**config.mk**
```make
export PLATFORM = sky130hd
export DESIGN_NAME = key_debounce_encoder
export DESIGN_NICKNAME = d
export VERILOG_FILES = /design/src/rtl/key_debounce_encoder.sv
export SDC_FILE = /design/constraint.sdc
export NUM_CORES = 1
export LEC_CHECK = 0
export CAP_MARGIN = 20
export CORE_MARGIN = 1
export CORE_UTILIZATION = 45
export DETAILED_ROUTE_END_ITERATION = 12
export DONT_BUFFER_PORTS = 1
export GPL_TIMING_DRIVEN = 0
export PLACE_DENSITY = 0.66
export RECOVER_POWER = 100
export SYNTH_ARGS = -nofsm -noshare
export SYNTH_HDL_FRONTEND = slang
export SYNTH_SLANG_ARGS = --single-unit
```
**constraint.sdc**
```tcl
create_clock -name clk -period 3.4 [get_ports clk]
set_input_delay 0.68 -clock clk [delete_from_list [all_inputs] [get_ports clk]]
set_output_delay 0.68 -clock clk [all_outputs]
set_load 0.02 [all_outputs]
```
**src/rtl/key_debounce_encoder.sv**
```systemverilog
// Two-key front end: 2-FF sync, per-key debounce FSM, press pulse and serial code-bit encoder.
// Optional auto-repeat while a key is held is enabled by defining HOLD_REPEAT_EN.
module key_debounce_encoder #(
  parameter int DB_CYCLES     = 20,
  parameter int REPEAT_CYCLES = 5000
) (
  input  logic clk,
  input  logic rst,
  input  logic key0,
  input  logic key1,
  output logic key0_pulse,
  output logic key1_pulse,
  output logic bit_valid,
  output logic bit_value,
  output logic collide,
  output logic busy
);

  // state        | meaning
  // IDLE         | key released and debounced
  // PRESS_WAIT   | key seen high, counting stable high samples
  // PRESSED      | press accepted, pulse issued on entry
  // RELEASE_WAIT | key seen low, counting stable low samples
  typedef enum logic [1:0] {IDLE, PRESS_WAIT, PRESSED, RELEASE_WAIT} state_t;

  localparam logic [15:0] DB_LAST = 16'(DB_CYCLES - 1);

  logic [1:0]  sync1_q, sync2_q;
  state_t      state_q [2];
  state_t      state_d [2];
  logic [15:0] cnt_q [2];
  logic [15:0] cnt_d [2];
  logic [1:0]  pulse_q, pulse_d;
  logic [1:0]  locked;
  logic        valid_d, collide_d, value_d;
  logic        bit_valid_q, bit_value_q, collide_q;

`ifdef HOLD_REPEAT_EN
  localparam logic [15:0] REP_LAST = 16'(REPEAT_CYCLES - 1);
  logic [15:0] rep_q [2];
  logic [15:0] rep_d [2];
`endif

  always_ff @(posedge clk) begin
    if (rst) begin
      sync1_q <= '0;
      sync2_q <= '0;
      pulse_q <= '0;
      for (int i = 0; i < 2; i++) begin
        state_q[i] <= IDLE;
        cnt_q[i]   <= '0;
`ifdef HOLD_REPEAT_EN
        rep_q[i]   <= '0;
`endif
      end
    end else begin
      sync1_q <= {key1, key0};
      sync2_q <= sync1_q;
      pulse_q <= pulse_d;
      for (int i = 0; i < 2; i++) begin
        state_q[i] <= state_d[i];
        cnt_q[i]   <= cnt_d[i];
`ifdef HOLD_REPEAT_EN
        rep_q[i]   <= rep_d[i];
`endif
      end
    end
  end

  always_comb begin
    pulse_d = '0;
    for (int i = 0; i < 2; i++) begin
      state_d[i] = state_q[i];
      cnt_d[i]   = cnt_q[i];
`ifdef HOLD_REPEAT_EN
      // Default of zero clears the repeat count everywhere except while held in PRESSED.
      rep_d[i]   = '0;
`endif
      case (state_q[i])
        IDLE: begin
          if (sync2_q[i]) begin
            state_d[i] = PRESS_WAIT;
            cnt_d[i]   = 16'd1;
          end
        end
        PRESS_WAIT: begin
          if (!sync2_q[i]) begin
            state_d[i] = IDLE;
            cnt_d[i]   = '0;
          end else if (cnt_q[i] == DB_LAST) begin
            state_d[i] = PRESSED;
            cnt_d[i]   = '0;
            pulse_d[i] = 1'b1;
          end else begin
            cnt_d[i] = cnt_q[i] + 16'd1;
          end
        end
        PRESSED: begin
          if (!sync2_q[i]) begin
            state_d[i] = RELEASE_WAIT;
            cnt_d[i]   = 16'd1;
          end else begin
`ifdef HOLD_REPEAT_EN
            if (rep_q[i] == REP_LAST) begin
              pulse_d[i] = 1'b1;
            end else begin
              rep_d[i] = rep_q[i] + 16'd1;
            end
`endif
          end
        end
        RELEASE_WAIT: begin
          if (sync2_q[i]) begin
            state_d[i] = PRESSED;
            cnt_d[i]   = '0;
          end else if (cnt_q[i] == DB_LAST) begin
            state_d[i] = IDLE;
            cnt_d[i]   = '0;
          end else begin
            cnt_d[i] = cnt_q[i] + 16'd1;
          end
        end
        default: begin
          state_d[i] = IDLE;
          cnt_d[i]   = '0;
        end
      endcase
    end
  end

  // A channel holding an accepted press locks out code bits from the other one.
  always_comb begin
    for (int i = 0; i < 2; i++) begin
      locked[i] = (state_q[i] == PRESSED) || (state_q[i] == RELEASE_WAIT);
    end
    collide_d = pulse_q[0] & pulse_q[1];
    valid_d   = ((pulse_q == 2'b01) && !locked[1]) || ((pulse_q == 2'b10) && !locked[0]);
    value_d   = valid_d ? pulse_q[1] : bit_value_q;
  end

  always_ff @(posedge clk) begin
    if (rst) begin
      bit_valid_q <= 1'b0;
      bit_value_q <= 1'b0;
      collide_q   <= 1'b0;
    end else begin
      bit_valid_q <= valid_d;
      bit_value_q <= value_d;
      collide_q   <= collide_d;
    end
  end

  assign key0_pulse = pulse_q[0];
  assign key1_pulse = pulse_q[1];
  assign bit_valid  = bit_valid_q;
  assign bit_value  = bit_value_q;
  assign collide    = collide_q;
  assign busy       = (state_q[0] != IDLE) || (state_q[1] != IDLE);

endmodule

```
# ---- Yosys cells after proc, flatten, opt, wreduce, memory -nomap -nowiden
# Memories as Yosys holds them, arrays and structs flattened.
# Index checks and enable logic that the tools add are counted.
dict set report classes {
  add_sub_neg 2
  n_eq_ne 10
  mux 35
  bitwise 9
  n_reduce_logical 14
}
# op n
set op_table {}
lappend op_table {{16-bit 2-to-1 mux} 12}
lappend op_table {{16-bit case mux with 4 select lines} 2}
lappend op_table {{16-bit by 1-bit adder with 16-bit output, second input constant} 2}
lappend op_table {{16-bit by 5-bit equality test with 1-bit output, second input constant} 2}
lappend op_table {{2-bit 2-to-1 mux} 14}
lappend op_table {{2-bit case mux with 4 select lines} 2}
lappend op_table {{2-bit equality test, second input constant} 5}
lappend op_table {{2-bit by 1-bit equality test with 1-bit output, second input constant} 3}
lappend op_table {{3-bit OR reduction} 2}
lappend op_table {{1-bit 2-to-1 mux} 5}
lappend op_table {{2-bit zero test} 2}
lappend op_table {{1-bit logical OR} 4}
lappend op_table {{1-bit inverter} 4}
lappend op_table {{1-bit OR} 4}
lappend op_table {{2-bit nonzero test} 2}
lappend op_table {{1-bit logical AND} 2}
lappend op_table {{1-bit zero test} 2}
lappend op_table {{1-bit bitwise AND} 1}
dict set report totals {
  regBits 9
  ramBits 36
  output_inout_bits 6
  wordCells 79
  memories 2
}
# memory words word_bits rd rd_ports_with_merged_regs wr line
set memory_table {}
lappend memory_table {cnt_q 2 16 2 0 2 31} ;# logic [15:0] cnt_q [2];
lappend memory_table {state_q 2 2 2 0 2 29} ;# state_t state_q [2];

# ---- Depth between registers and ports, before layout
# Gate-level depths: netlist (run 1).
dict set report depth {
  ltp_word 5
  ltp_mapped 8
  mapped_depth_nobuf 6
}

# ---- Worst setup path before layout (run 1)
# No wires, ideal clock.
dict set report synth_timing {
  path_kind {reg-to-reg}
  from {mem cnt_q[1][0], in the netlist cnt_q[0][16]}
  to {mem cnt_q[1][7], in the netlist cnt_q[0][23]}
  setup_ns 0.114
  arrival_time_ns 1.907
  slack_ns 1.379
  path_stages_with_launch 8
  synth_period_minus_slack_ns 2.021
  cell_sequence {dfxtp_1 -> ha_1 -> or4bb_1 -> nor4_4 -> or3_1 -> buf_6 -> o21ai_2 -> a21o_1}
}
# item line
set synth_rtl {}
lappend synth_rtl {{from (decl)} 31}

==> results.txt, run 1 <==
The number of nets in the layout came out at 270. The detail-routed net length per standard cell is roughly 14 um. Global routing consumed, over all layers together, 18.79% of the routing resources.

The launch instance of the worst register-to-register path is cnt_q[0][16]$_SDFFE_PP0P_. The final-layout fill cell count came out at 450. The cell count after placement is 309. The worst endpoint data arrival time came out at 2.82 ns. The number of DRC violations after detailed-routing iteration 0 came out at 99. The share of the synthesized area in compound gates (AO/OA/AOI/OAI) came out at 18.08%. The aggregate global routing overflow came out at 0. The detailed-route vias per instance came out at 5.804.

STA classifies the critical path endpoint as a register. After Yosys synthesis, full adders, half adders and majority gates account for 1.144% of the synthesized area. The final standard cell count with taps included and fillers excluded came out at 317. The synthesized instance count is 257.

The combinational share of power came out at 3.9%. The post-detailed-route count of antenna-violating nets is 0. Between clock sinks in the finished design, the worst skew comes to 0.004461 ns. The worst hold margin is 0.4480 ns. The synthesized area per cell came out at 8.510 sq um. CTS placed an instance of sky130_fd_sc_hd__clkbuf_8 at the clock tree root. The die outline area is 0.005143 sq mm. The setup path with the least slack is of type reg -> reg.

Setup repair after global routing left no endpoint under its margin. The H-tree was split into 2 levels. The main combinational cell family by area after synthesis is simple AND/OR/NAND/NOR gates. The post-synthesis cell area is approximately 0.0022 sq mm. The proportion of synthesized flip-flops having asynchronous set or reset came out at 0%. Power spread over the standard cell area amounts to 384.2 mW/mm^2. The number of vias after detailed routing is 1840. The number of DRC violations after detailed routing is 0.

The endpoint required time on the critical path is ~3.6 ns. The layout-stage area growth over the synthesis result came out at 5.091%. Summed over all nets, the half-perimeter wirelength after detailed placement is 3027 um.

The highest metal layer carrying signal wires in the routed design is met4. The setup total negative slack is 0 ns. Along the worst path, the maximum fanout reaches 10. The worst-margin pin slew came out at 0.9731 ns. The fraction of power spent switching nets came out at about 22%.

The net switching power came out at 197.1 uW. The proportion of layout cells with a drive suffix above 1 is 6.038%. The placeable core area is 0.004504 sq mm. The pin count of the biggest net entering global routing is 14. The number of setup buffers added after CTS is 0.

The number of endpoints with negative hold slack in the final report came to 0. The sequential cell area fraction in the yosys report came out at between 40% and 50%. The ratio of final minimum period to clock period is 77.64%. The most critical setup path has its startpoint at cnt_q[0][16]$_SDFFE_PP0P_. The synthesized design contains 0 enable-type register cells. STA classifies the critical path startpoint as a register. The highest clock rate is 378.8 MHz. The xor and xnor fraction of the mapped netlist area is 3.547%.

The number of buffers added to fix hold violations after cts came out at 0. For this configuration, the core starts out at a cell density of 48.56%. Setup violations remaining at the end of the flow were counted as 0. The number of nets produced by synthesis came out at 263.

In the synthesized netlist the dominant register cell turns out to be sky130_fd_sc_hd__dfxtp_1. Clock tree synthesis inserted a total of 5 buffers. The number of placement rows is 24. The tightest min-delay check is of the reg -> reg type.

TritonCTS built the clock tree. The initial antenna violation count is 0. The count of different cell masters after synthesis came out at 47. The leakage power of the design is 0.8122 nW. The clock-pin slew on the worst setup and hold paths is 0.08 ns. The boundary pin count is 10. The run finished with clean final reports. The antenna diode count came out at 0. The instance area after placement is 0.002252 sq mm. The worst-case headroom to the max-slew limit came out at 34.63%. The internal portion of the total power is 686.1 uW.

The number of buffers on the longest clock path came out at 2. The simple-gate portion of the synthesized area came out at ~29%. The startpoint identified for the worst hold timing path is sync1_q[0]$_SDFF_PP0_. The max capacitance violation total came out at 0. The overall die width came out at about 70 um. The proportion of power drawn by flip-flops and latches came out at between 60% and 70%. Leaving out fill and tap cells, the most frequent cells in the layout are 45 x sky130_fd_sc_hd__dfxtp_1, 24 x sky130_fd_sc_hd__a21oi_1, 18 x sky130_fd_sc_hd__nand2_1. The number of port buffers is 0. IR analysis of the VDD net gives a maximum drop of 0.0002704 V. The met2 routed wirelength came out at around 1900 um.

The number of slew-limit violations in the final report came out at 0. The number of synthesized register bits came out at 45. The clock latency at the later pin of the worst-skew pair came out at 0.29 ns. After clock tree synthesis, the repair step resized 0 gates. The Yosys step of the flow raised 0 warnings.

The library cell used most frequently in the layout, excluding fill and tap cells, is sky130_fd_sc_hd__dfxtp_1. The first-pass GRT wire length came out at 7707 um. The routed metal-1 wirelength is 2274 um. The post-route minimum period is 2.640 ns.

The final wirelength is 4382 um. After routing the design area is 0.002298 sq mm. The via count of the first global-routing pass is 1655. The clock group share of total power is a little over a third.

The die height came out at 71.72 um. For this design, the sink count on the clock tree is 45. The global placer's final weighted congestion is 0.8343. The pre-antenna-repair detailed-routing pass consisted of 4 iterations. The post-synthesis mux area share came out at roughly 1.8%.

The met3 layer wire length in the routed design is between 150 and 200 um.
-- worst max-delay path: stages, from the launching register on --
cell                      delay [ns]
sky130_fd_sc_hd__dfxtp_1        0.39
sky130_fd_sc_hd__ha_1           0.29
sky130_fd_sc_hd__or4bb_1        0.51
sky130_fd_sc_hd__nor4_1         0.58
sky130_fd_sc_hd__nor3_1         0.32
sky130_fd_sc_hd__buf_6          0.23
sky130_fd_sc_hd__a21oi_1        0.13
sky130_fd_sc_hd__mux2i_1        0.08
-- sequential cells by signal, indices dropped and copies added (netlist names), named ones only --
register and cells:
bit_valid 1, bit_value 1, sync1_q 2, collide 1, sync2_q 2, state_q 2, pulse_q 2, cnt_q 32
-- routing by layer --
layer | up-vias | global-route usage, %
met5 | - | 0
met4 | 0 | 5.882
met3 | 5 | 3.516
met2 | 40 | 28.30
met1 | 844 | 27.19
li1 | 951 | -
-- synth_stat cells (all sizes together) (2+ instances only) --
| cell type | instances | area share (%) |
|---|---|---|
| a21o | 5 | 1.7 |
| a21oi | 24 | 5.7 |
| a31oi | 13 | 3.7 |
| and3 | 2 | 0.57 |
| and3b | 2 | 0.80 |
| and4 | 4 | 1.7 |
| buf | 7 | 2.2 |
| clkbuf | 6 | 1.5 |
| dfxtp | 45 | 41 |
| ha | 2 | 1.1 |
| inv | 9 | 1.5 |
| mux2i | 4 | 1.8 |
| nand2 | 18 | 3.1 |
| nand2b | 6 | 1.7 |
| nand3 | 14 | 3.2 |
| nand4 | 5 | 1.4 |
| nor2 | 17 | 2.9 |
| nor2b | 4 | 1.1 |
| nor3 | 11 | 3.0 |
| nor3b | 3 | 1.0 |
| nor4 | 5 | 2.1 |
| nor4b | 3 | 1.2 |
| o21a | 3 | 1.0 |
| o21ai | 14 | 3.4 |
| or3 | 9 | 2.6 |
| or4 | 4 | 1.4 |
| xnor2 | 3 | 1.2 |
| xor2 | 5 | 2.3 |
-- path summary, 6_finish.rpt --
path / to / slack (ns) / depth (start not counted)
setup / recovery: cnt_q[0][22]$_SDFFE_PP0P_ / 0.76 / 7
hold / removal: sync2_q[0]$_SDFF_PP0_ / 0.45 / 1
setup reg to reg: cnt_q[0][22]$_SDFFE_PP0P_ / 0.76 / 7
hold reg to reg: sync2_q[0]$_SDFF_PP0_ / 0.45 / 1
-- power by group through the flow --
stage,logic [mW],registers [mW],clock network (mW)
5_1_grt,0.0385,0.535,0.341
3_5_place_dp,0.0351,0.547,0
4_1_cts,0.0354,0.534,0.324
6_report,0.0343,0.534,0.315
2_1_floorplan,0.0280,0.546,0
3_3_place_gp,0.0349,0.547,0
-- logic make-up (layout without fill, tap and decap cells) --
group | Yosys count | after routing
AND/OR/NAND/NOR | 110 | 110
buffers and inverters | 22 | 30
AO/OA/AOI/OAI | 66 | 66
XOR/XNOR | 8 | 8
multiplexers | 4 | 4
adder cells (fa/ha/maj) | 2 | 2
flip-flops | 45 | 45
-- metrics by stage --
step | worst slack [ns] | utilization [%] | power (mW)
final | 0.7602 | 51.03 | 0.8832
after global placement | 1.127 | 50.00 | 0.5817
after CTS | 1.110 | 51.83 | 0.8939
after detailed placement | 1.123 | 50.00 | 0.5820
after global routing | 0.4873 | 51.03 | 0.9144
after floorplan | 1.379 | - | 0.5740
-- final cells by class --
class | instances | area, sq um | share of cell area (%)
plain buffers | 13 | 76.32 | 3.321
clock buffers | 6 | 72.57 | 3.157
clock inverters | 2 | 10.01 | 0.4355
inverters | 9 | 33.78 | 1.470
multi-input cells | 190 | 1140 | 49.59
flip-flops and latches | 45 | 900.9 | 39.19
well taps | 52 | 65.06 | 2.831
No activity file was read; power rests on OpenSTA's default activity.
==> inputs of run 2 (changes only) <==
--- a/config.mk
+++ b/config.mk
@@ -11,7 +11,7 @@
 export DETAILED_ROUTE_END_ITERATION = 12
 export DONT_BUFFER_PORTS = 1
 export GPL_TIMING_DRIVEN = 0
-export PLACE_DENSITY = 0.66
+export PLACE_DENSITY = 0.68
 export RECOVER_POWER = 100
 export SYNTH_ARGS = -nofsm -noshare
 export SYNTH_HDL_FRONTEND = slang
==> constraint.sdc (replaced) <==
create_clock -name clk -period 2.4 [get_ports clk]
set_input_delay 0.48 -clock clk [delete_from_list [all_inputs] [get_ports clk]]
set_output_delay 0.48 -clock clk [all_outputs]
set_load 0.02 [all_outputs]
==> run 2 against run 1 <==
Against the previous run:
- via count is 2.8% higher
- sequential power is 42% higher
- routed wire length is 3.6% higher
- clock power is 90% higher
- maximum frequency is 19% higher
- core utilization is 1.4 points higher
- die area stayed put
- global-route usage is 0.31 points higher
- power is 59% higher
- register-to-register slack worse by 0.57 ns
- critical path type unchanged
==> results.txt, run 2 (synthesis gave the netlist of run 1 again) <==
Outcome: finished, final reports clean (unchanged). The clock-pin slew on the worst setup and hold paths came out at 0.08 ns (about the same). The initial core utilization is 48.56% (unchanged). The die outline area came out at 0.005143 sq mm (unchanged). The highest clock rate came out at 451.8 MHz (was 378.8 MHz). The post-route minimum period came out at 2.213 ns (was 2.640 ns). The register-to-register setup slack was 0.19 ns (was 0.76 ns).

The detailed-route vias per instance came out at 5.965 (was 5.804). The final setup violation count is 0 (unchanged). The most flop-heavy register is cnt_q (unchanged).

The total iterations of the first detailed-routing run is 4 (unchanged). RSZ-0062 raised after global routing: no (unchanged). The core occupancy in the finished layout is 52.47% (was 51.03%). The aggregate global routing overflow is 0 (unchanged). The number of DRC violations after detailed routing came out at 0 (unchanged). The die height is 71.72 um (unchanged).

The cell chosen for the clock root was sky130_fd_sc_hd__clkbuf_8 (unchanged). Highest-count cells in the layout ignoring fill and taps: 45 x sky130_fd_sc_hd__dfxtp_1, 24 x sky130_fd_sc_hd__a21oi_1, 18 x sky130_fd_sc_hd__nand2_1 (unchanged). The class of the tightest hold or removal check is in -> reg (was reg -> reg). The largest voltage drop on the vdd net came out at 0.0003164 V (was 0.0002704 V). The number of DRC violations after detailed-routing iteration 0 came out at 125 (was 99).

The setup total negative slack is 0 ns (unchanged). The number of port buffers is 0 (unchanged). The kind of capture point of the worst setup path was a register (unchanged). The cell count after placement came out at 309 (unchanged). The number of endpoints with negative hold slack in the final report is 0 (unchanged). The layout-stage area growth over the synthesis result came out at 8.066% (was 5.091%). The number of buffers on the longest clock path is 2 (unchanged). The element type at the critical path start is a register (unchanged). The detail-routed net length per standard cell came out at 14.32 um (was 13.82 um). The number of levels the H-tree was split into came out at 2 (unchanged). The overall die width came out at 71.72 um (unchanged). The worst-margin pin slew is 0.8399 ns (was 0.9731 ns). The via count of the first global-routing pass came out at 1671 (was 1655).

The number of slew-limit violations in the final report is 0 (unchanged). The detailed placement HPWL came out at 3138 um (was 3027 um). The leakage power of the design is 0.8382 nW (was 0.8122 nW). The boundary pin count is 10 (unchanged). The cell area power density is 594.3 mW/mm^2 (was 384.2 mW/mm^2).

The pin count of the biggest net entering global routing came out at 14 (unchanged). The peak fanout along the critical path is 10 (unchanged). The global routing usage summed across all routing layers is 19.11% (was 18.79%). The TritonCTS clock tree is done (unchanged). The final-layout fill cell count is 435 (was 450). The combined area of the multi-input logic cells came out at 0.001167 sq mm (was 0.001140 sq mm). The post-detailed-route count of antenna-violating nets was 0 (unchanged). The placeable core area is 0.004504 sq mm (unchanged).

The number of clock sinks came out at 45 (unchanged). The worst endpoint data arrival time came out at 2.45 ns (was 2.82 ns). The clock latency at the later pin of the worst-skew pair was 0.30 ns (was 0.29 ns). The worst-case headroom to the max-slew limit is 43.57% (was 34.63%). The class of the most critical setup path is reg -> reg (unchanged).

The antenna diode count is 0 (unchanged). The flip-flop count of the largest register after layout is 32 (unchanged). The first-pass GRT wire length came out at 7776 um (was 7707 um). The number of placement rows came out at 24 (unchanged). The max capacitance violation total is 0 (unchanged). The number of clock buffers inserted by TritonCTS is 5 (unchanged).

The number of vias after detailed routing is 1891 (was 1840). The endpoint required time on the critical path came to 2.63 ns (was 3.58 ns). The final standard cell count with taps included and fillers excluded is 317 (unchanged). The most common cell after layout, fill and taps aside is sky130_fd_sc_hd__dfxtp_1 (unchanged). The final wirelength came out at 4538 um (was 4382 um).

The initial antenna violation count came to 0 (unchanged). The number of nets in the layout came out at 270 (unchanged). The sequential cell area came out at 900.9 sq um (unchanged). The final setup skew came out at 0.004661 ns (was 0.004461 ns). The global placer's final weighted congestion was 0.7816 (was 0.8343). The ratio of final minimum period to clock period is 92.23% (was 77.64%).

The proportion of layout cells with a drive suffix above 1 came to 8.679% (was 6.038%).
run 2: metal layers:
layer	GRT usage [%]	up-vias	share of wire (%)	wire length, um
met4	5.882	0	1.3	57
met5	0	-	0	0
met1	26.56	897	50	2267
met3	4.360	7	4.3	193
met2	29.56	34	45	2021
li1	-	953	-	-
run 2: power by group:
part	switching, mW	leakage, nW	internal [mW]
logic	0.0315	0.416	0.0180
registers	0.00494	0.364	0.752
clock network	0.259	0.0585	0.340
total	0.295	0.838	1.11
run 2: path summary, 6_finish.rpt:
check / start / to / depth (start not counted)
max: cnt_q[0][0]$_SDFFE_PP0P_ / cnt_q[0][5]$_SDFFE_PP0P_ / 8
max reg2reg: cnt_q[0][0]$_SDFFE_PP0P_ / cnt_q[0][5]$_SDFFE_PP0P_ / 8
min: key1 / sync1_q[1]$_SDFF_PP0_ / 1
min reg2reg: sync1_q[0]$_SDFF_PP0_ / sync2_q[0]$_SDFF_PP0_ / 1
run 2: timing repair:
| item | 4_1_cts | 5_1_grt |
|---|---|---|
| endpoints found under the setup margin | 0 | 8 |
| setup buffers | 0 | 0 |
| hold endpoints to repair | 0 | 0 |
| hold buffers | 0 | 0 |
| gates resized for setup | 0 | 1 |
run 2: stage by stage:
step	hold slack [ns]	setup WS (ns)	area [sq um]	power [mW]
5_1_grt	0.3123	0.04755	2364	1.439
6_report	0.3181	0.1866	2364	1.405
2_1_floorplan	0.4138	0.3792	2187	0.8132
3_3_place_gp	0.4235	0.1437	2252	0.8239
4_1_cts	0.3213	0.07884	2369	1.414
3_5_place_dp	0.4321	0.08934	2252	0.8255
run 2: critical path: stages (launching register included):
cell and delay (ns):
sky130_fd_sc_hd__dfxtp_1 0.36, sky130_fd_sc_hd__ha_1 0.25, sky130_fd_sc_hd__nor4b_1 0.16, sky130_fd_sc_hd__and4_1 0.17, sky130_fd_sc_hd__buf_2 0.16, sky130_fd_sc_hd__nor3_2 0.45
sky130_fd_sc_hd__clkbuf_2 0.31, sky130_fd_sc_hd__o21ai_0 0.13, sky130_fd_sc_hd__a31oi_1 0.17
run 2: area by class of cell:
cell class                      instances  share of cell area [%]
Clock inverter                          1                   1.271
Buffer                                 13                   3.388
Clock buffer                            7                   3.653
Multi-Input combinational cell        190                   49.39
Inverter                                9                   1.429
Sequential cell                        45                   38.12
Tap cell                               52                   2.753
